$ cat src/rtl/arbitro_escritura.sv
`default_nettype none
// ---------------------------------------------------------------------------
// arbitro_escritura: round-robin arbiter for the register-file write port
// Rev 1.0 - initial release
// ---------------------------------------------------------------------------
module arbitro_escritura #(
  parameter int ADDR_W       = 16,
  parameter int DATA_W       = 32,
  parameter int CNT_W        = 16,
  parameter bit PROTECT_ZERO = 1'b1
) (
  input  logic              clk,
  input  logic              rst,
  input  logic              hold,
  input  logic              req0_valid,
  input  logic [ADDR_W-1:0] req0_addr,
  input  logic [DATA_W-1:0] req0_data,
  output logic              req0_ready,
  input  logic              req1_valid,
  input  logic [ADDR_W-1:0] req1_addr,
  input  logic [DATA_W-1:0] req1_data,
  output logic              req1_ready,
  output logic              reg_write,
  output logic [ADDR_W-1:0] reg_address,
  output logic [DATA_W-1:0] reg_data_in,
  output logic              last_grant,
  output logic [CNT_W-1:0]  conflict_count
);

  logic              w_transfer;
  logic              w_conflict;
  logic              w_zero_block;
  logic [ADDR_W-1:0] w_addr;
  logic [DATA_W-1:0] w_data;

  // On a tie the requester that did not win last time gets the port.
  always_comb begin
    req0_ready = 1'b0;
    req1_ready = 1'b0;
    if (!hold) begin
      if (req0_valid && req1_valid) begin
        req0_ready = last_grant;
        req1_ready = !last_grant;
      end else begin
        req0_ready = req0_valid;
        req1_ready = req1_valid;
      end
    end
  end

  assign w_transfer   = req0_ready || req1_ready;
  assign w_conflict   = req0_valid && req1_valid && !hold;
  assign w_addr       = req1_ready ? req1_addr : req0_addr;
  assign w_data       = req1_ready ? req1_data : req0_data;
  assign w_zero_block = PROTECT_ZERO && (w_addr == '0);

  always_ff @(posedge clk or posedge rst) begin
    if (rst) begin
      reg_write      <= 1'b0;
      reg_address    <= '0;
      reg_data_in    <= '0;
      last_grant     <= 1'b1;
      conflict_count <= '0;
    end else begin
      reg_write <= w_transfer && !w_zero_block;
      if (w_transfer) begin
        reg_address <= w_addr;
        reg_data_in <= w_data;
        last_grant  <= req1_ready;
      end
      // Debug counter saturates so a long stall cannot make it look quiet.
      if (w_conflict && (conflict_count != '1)) begin
        conflict_count <= conflict_count + CNT_W'(1);
      end
    end
  end

endmodule
`default_nettype wire

$ cat config.mk
export PLATFORM = sky130hd
export DESIGN_NAME = arbitro_escritura
export DESIGN_NICKNAME = d
export VERILOG_FILES = /design/src/rtl/arbitro_escritura.sv
export SDC_FILE = /design/constraint.sdc
export NUM_CORES = 1
export LEC_CHECK = 0
export CAP_MARGIN = 20
export CORE_MARGIN = 2
export CORE_UTILIZATION = 41
export DETAILED_ROUTE_END_ITERATION = 12
export PLACE_DENSITY = 0.91
export SLEW_MARGIN = 20
export SYNTH_ARGS = -nofsm -noshare
export SYNTH_HDL_FRONTEND = slang
export SYNTH_SLANG_ARGS = --single-unit
export TNS_END_PERCENT = 50
$ cat constraint.sdc
create_clock -name clk -period 3.4 [get_ports clk]
set_clock_uncertainty 0.1 [all_clocks]
set_input_delay 0.34 -clock clk [delete_from_list [all_inputs] [get_ports clk]]
set_output_delay 0.34 -clock clk [all_outputs]
set_load 0.05 [all_outputs]
# Yosys cells after proc, flatten, opt, wreduce, memory -nomap -nowiden
# Cells that the tools add are included.
[word_totals]
word_cells = 22
rom_bits = 0
input_bits = 101
register_bits = 66
latchBits = 0
mem_count = 0
ramBits = 0
[op_classes]
multipliers = 0
order_cmp = 0
n_div = 0
reduce_logical = 9
n_bitwise = 0
n_mux = 6
add_sub_neg = 1
shift = 0
eq_ne = 1
[op_table]
columns = ["cell", "n"]
rows = [
  ["$mux 32", 1],
  ["$add 16x1->16 const B", 1],
  ["$logic_not 16->1", 1],
  ["$mux 16", 1],
  ["$ne 16x16->1 const B", 1],
  ["$logic_and 1x1->1", 4],
  ["$mux 1", 4],
  ["$logic_not 1->1", 3],
  ["$logic_or 1x1->1", 1],
]

# Depth between registers and ports, before layout
[depth]
depth_word = 7
mapped_depth = 6
mapped_depth_nobuf = 5

# Least setup slack after synthesis
# No wires, ideal clock.
[synth_timing]
path_type = "reg-to-output"
startpoint = "register last_grant"
endpoint = "output port req0_ready"
required_ns = 2.960
arrival_ns = 1.717
path_stages_with_launch = 4
slack_ns = 1.243
cell_sequence = "dfstp_2 -> inv_1 -> a21oi_1 -> clkbuf_1"
[synth_between]
elab_chain_len = 2
[synth_lines]
columns = ["element", "line", "rtl"]
rows = [
  ["from (decl)", "26", "output logic last_grant,"],
  ["from (signal assigned)", "69", "last_grant <= req1_ready;"],
  ["$mux 1", "41", "if (req0_valid && req1_valid) begin"],
  ["$mux 1", "40", "if (!hold) begin"],
  ["to (decl)", "18", "output logic req0_ready,"],
]
# Every way passes these cells.

# Worst setup path after layout
[layout_timing]
startpoint = "input port req0_valid"
endpoint = "output port req0_ready"
[layout_between]
elab_chain_len = 3
[layout_lines]
columns = ["element", "line", "rtl"]
rows = [
  ["from (decl)", "15", "input logic req0_valid,"],
  ["$logic_and 1x1->1", "41", ""],
  ["$mux 1 (*)", "41", ""],
  ["$mux 1 (*)", "40", ""],
]
# Mark *: on every way between the ends. The rest lies on a longest branch, timed or not.

==> impl_metrics.toml <==
[yosys]
syn_inst = 272
synth_edf_count = 0
muxShareOfSynthArea = 0.0617
async_reset_ff_frac = 1.00
yosysSeqAreaShare = 0.551
synth_cell_types = 35
yosys.area.top_type_share = 0.542
synth_area_sq_um = 3000
synth-compound-area-share = 0.141
synth_area_leader_cell = "dfrtp_1"
synthSimpleGateAreaFrac = 0.133
synth_common_cells = "dfrtp_1 (65), inv_1 (35), a222oi_1 (32)"
syn_nets = 374
synth_ff_type = "dfrtp_1"
synthXorXnorAreaFrac = 0.0438
ys_warn_count = 0
synth_area_per_cell_sq_um = 11.0
synthAdderAreaFrac = 0.00417
yosysMostFrequentCell = "dfrtp_1"
ys_seq_elements = 66
yosys-top-cells-area = "dfrtp_1 (54%), a222oi_1 (11%), mux2i_1 (5.7%)"
synth_top_family_by_area = "compound AO/OA/AOI/OAI gates"

[timing]
min_period_ns = 2.60
hold_viol = 0
timing.final.crit_share = 0.764
relSlewSlack = 0.494
fmax_ghz = 0.385
slew_viol_final = 0
fin_setup_tns_ns = 0
setup_viol = 0
rsz0062_at_grt = "false"
worst_pin_slew_ns = 0.757

[clock_tree]
cts-buffers-inserted = 9
cts_root_buf = "clkbuf_8"
cts.reportedPaths.clkPinSlew_ns = 0.07
clk_latency_ns = 0.33
clock_sinks = 66
clockBufferDepth = 2
cts_resized = 0
cts_tree = "done"
post_cts_buffers = 0
ctsHoldBuffers = 0
htree_levels = 3

[route]
vias = 2923
wl_um = 9160
drc = 0
wl_per_cell_um = 16.8
drt_first_iter_violations = 194
viasPerCell = 5.35
drtAntennaViolNets = 0
drt_pre_antenna_iters = 6

[min_path]
hold_class = "in2async"

[critical_path]
critPathBufInv = 2
slowest_delay_ns = 0.87
crit_family = "buffers and inverters"
crit_top_cell = "clkdlybuf4s50_1"
cp_slowest_cell = "clkdlybuf4s50_1"
worstSetupPathType = "in2out"
worstSetupEndpointType = "output pin"
path_cells = "clkdlybuf4s50_1, nand2b_1, a21oi_2, clkdlybuf4s50_1"
critPathMaxFanout = 5
cp.arrival_ns = 2.16
crit_required_ns = 2.96
worstSetupStartpointType = "input pin"

[global_route]
grt-ovfl-total = 0
antenna_found_initial = 0
grt_use_total = 0.228
grt_pass1_vias = 2912
grt_pass1_wl_um = 13800
grt_max_degree = 35

[place]
gp_congestion = 0.911
hpwl_um = 6850
port_buffers = 168
placedInstanceArea_sq_um = 4840

[layout]
multi_input_area_sq_um = 1180
seq_area_sq_um = 1650
fin_util = 0.702
antenna_cells = 0
nFillCells = 524
fin_nets = 544
post-route-cell-area_sq_um = 5040
drive_gt1_frac = 0.0694
syn2layout_area_growth_pct = 67.9

[power]
vdd_ir_drop_max_mv = 0.272
power.density_nw_per_um2 = 537
p_leak_nw = 2.22

[floorplan]
start_util = 0.418
dieArea_sq_um = 8020
rows = 31
core-area_sq_um = 7180
die_h_um = 89.5
io_pins = 169
die_x_um = 89.5

[job]
maxCapViolCount = 0

[run_status]
status = "complete, no violations"
==> cells in the final DEF, fill, tap and decap left out, types with 2 or more instances in the layout <==
| cell | n |
|---|---|
| clkdlybuf4s50_1 | 167 |
| dfrtp_1 | 65 |
| inv_1 | 34 |
| a222oi_1 | 32 |
| nand2_1 | 22 |
| mux2i_1 | 17 |
| clkbuf_8 | 11 |
| xnor2_1 | 9 |
| o21ai_0 | 9 |
| nand4_1 | 8 |
| nor4_1 | 8 |
| o21ai_1 | 8 |
| nand3_1 | 7 |
| xor2_1 | 6 |
| buf_4 | 6 |
| and3_1 | 5 |
| nor2_1 | 3 |
| clkbuf_1 | 3 |
| nor3b_1 | 2 |
| nor3_1 | 2 |
| and4_1 | 2 |
| nand2b_1 | 2 |
| buf_12 | 2 |
==> registers in the layout, summed over array words and instances (netlist names) <==
| register | count |
|---|---|
| reg_data_in | 32 |
| conflict_count | 16 |
| reg_write | 1 |
| last_grant | 1 |
| reg_address | 16 |
==> worst paths after layout <==
| check | start | slack, ns | cells past startpoint | to |
|---|---|---|---|---|
| worst max-delay path | req0_valid | 0.80 | 4 | req0_ready |
| worst min-delay path | rst | 0.31 | 2 | conflict_count[6]$_DFFE_PP0P_ |
| worst max register to register | last_grant$_DFFE_PP1P_ | 1.55 | 5 | reg_data_in[31]$_DFFE_PP0P_ |
| worst min register to register | reg_address[3]$_DFFE_PP0P_ | 0.39 | 2 | reg_address[3]$_DFFE_PP0P_ |
| max in group asynchronous | rst | 2.18 | 3 | reg_data_in[29]$_DFFE_PP0P_ |
| min in group clk | reg_address[3]$_DFFE_PP0P_ | 0.39 | 2 | reg_address[3]$_DFFE_PP0P_ |
==> kinds of logic (layout without fill, tap and decap cells) <==
logic type / after synthesis / in the layout
and+or+nand+nor: 69 / 69
AOI/OAI and AO/OA: 52 / 52
DFF: 66 / 66
adders and majority gates: 1 / 1
xor gates and xnor gates: 15 / 15
buffers and inverters: 51 / 226
muxes: 18 / 18
==> power by group <==
| part | internal [mW] | total (mW) | switching (mW) | leakage, nW |
|---|---|---|---|---|
| logic | 0.408 | 1.05 | 0.637 | 1.29 |
| registers | 0.904 | 0.999 | 0.0955 | 0.830 |
| clock network | 0.379 | 0.660 | 0.281 | 0.101 |
| total | 1.69 | 2.70 | 1.01 | 2.22 |
==> metal layers <==
metal  routed length, um  GRT usage
met2                4930      0.398
met5                   0          0
met4                 248      0.110
met1                3350      0.259
met3                 637     0.0591
==> through the flow <==
stage	setup slack, ns	hold slack, ns	power (mW)	instances
2_1_floorplan	1.24	0.365	1.61	272
3_3_place_gp	0.779	0.363	2.03	530
3_5_place_dp	0.765	0.375	2.06	530
4_1_cts	0.755	0.320	2.73	546
5_1_grt	0.699	0.383	2.82	546
6_report	0.803	0.308	2.70	546
==> layout make-up <==
class	instances	area share
timing repair buffer	175	0.349
sequential	66	0.328
multi-input combinational	155	0.233
clock buffer	14	0.0323
inverter	35	0.0261
tap	99	0.0246
clock inverter	2	0.00695
==> worst register-to-register path, cell delays in order, from the launching register on <==
cell and delay (ns):
dfstp_2 0.61, a21oi_4 0.15, buf_12 0.22, buf_4 0.19, a222oi_1 0.37, inv_1 0.08
No activity file was read; power rests on OpenSTA's default activity.
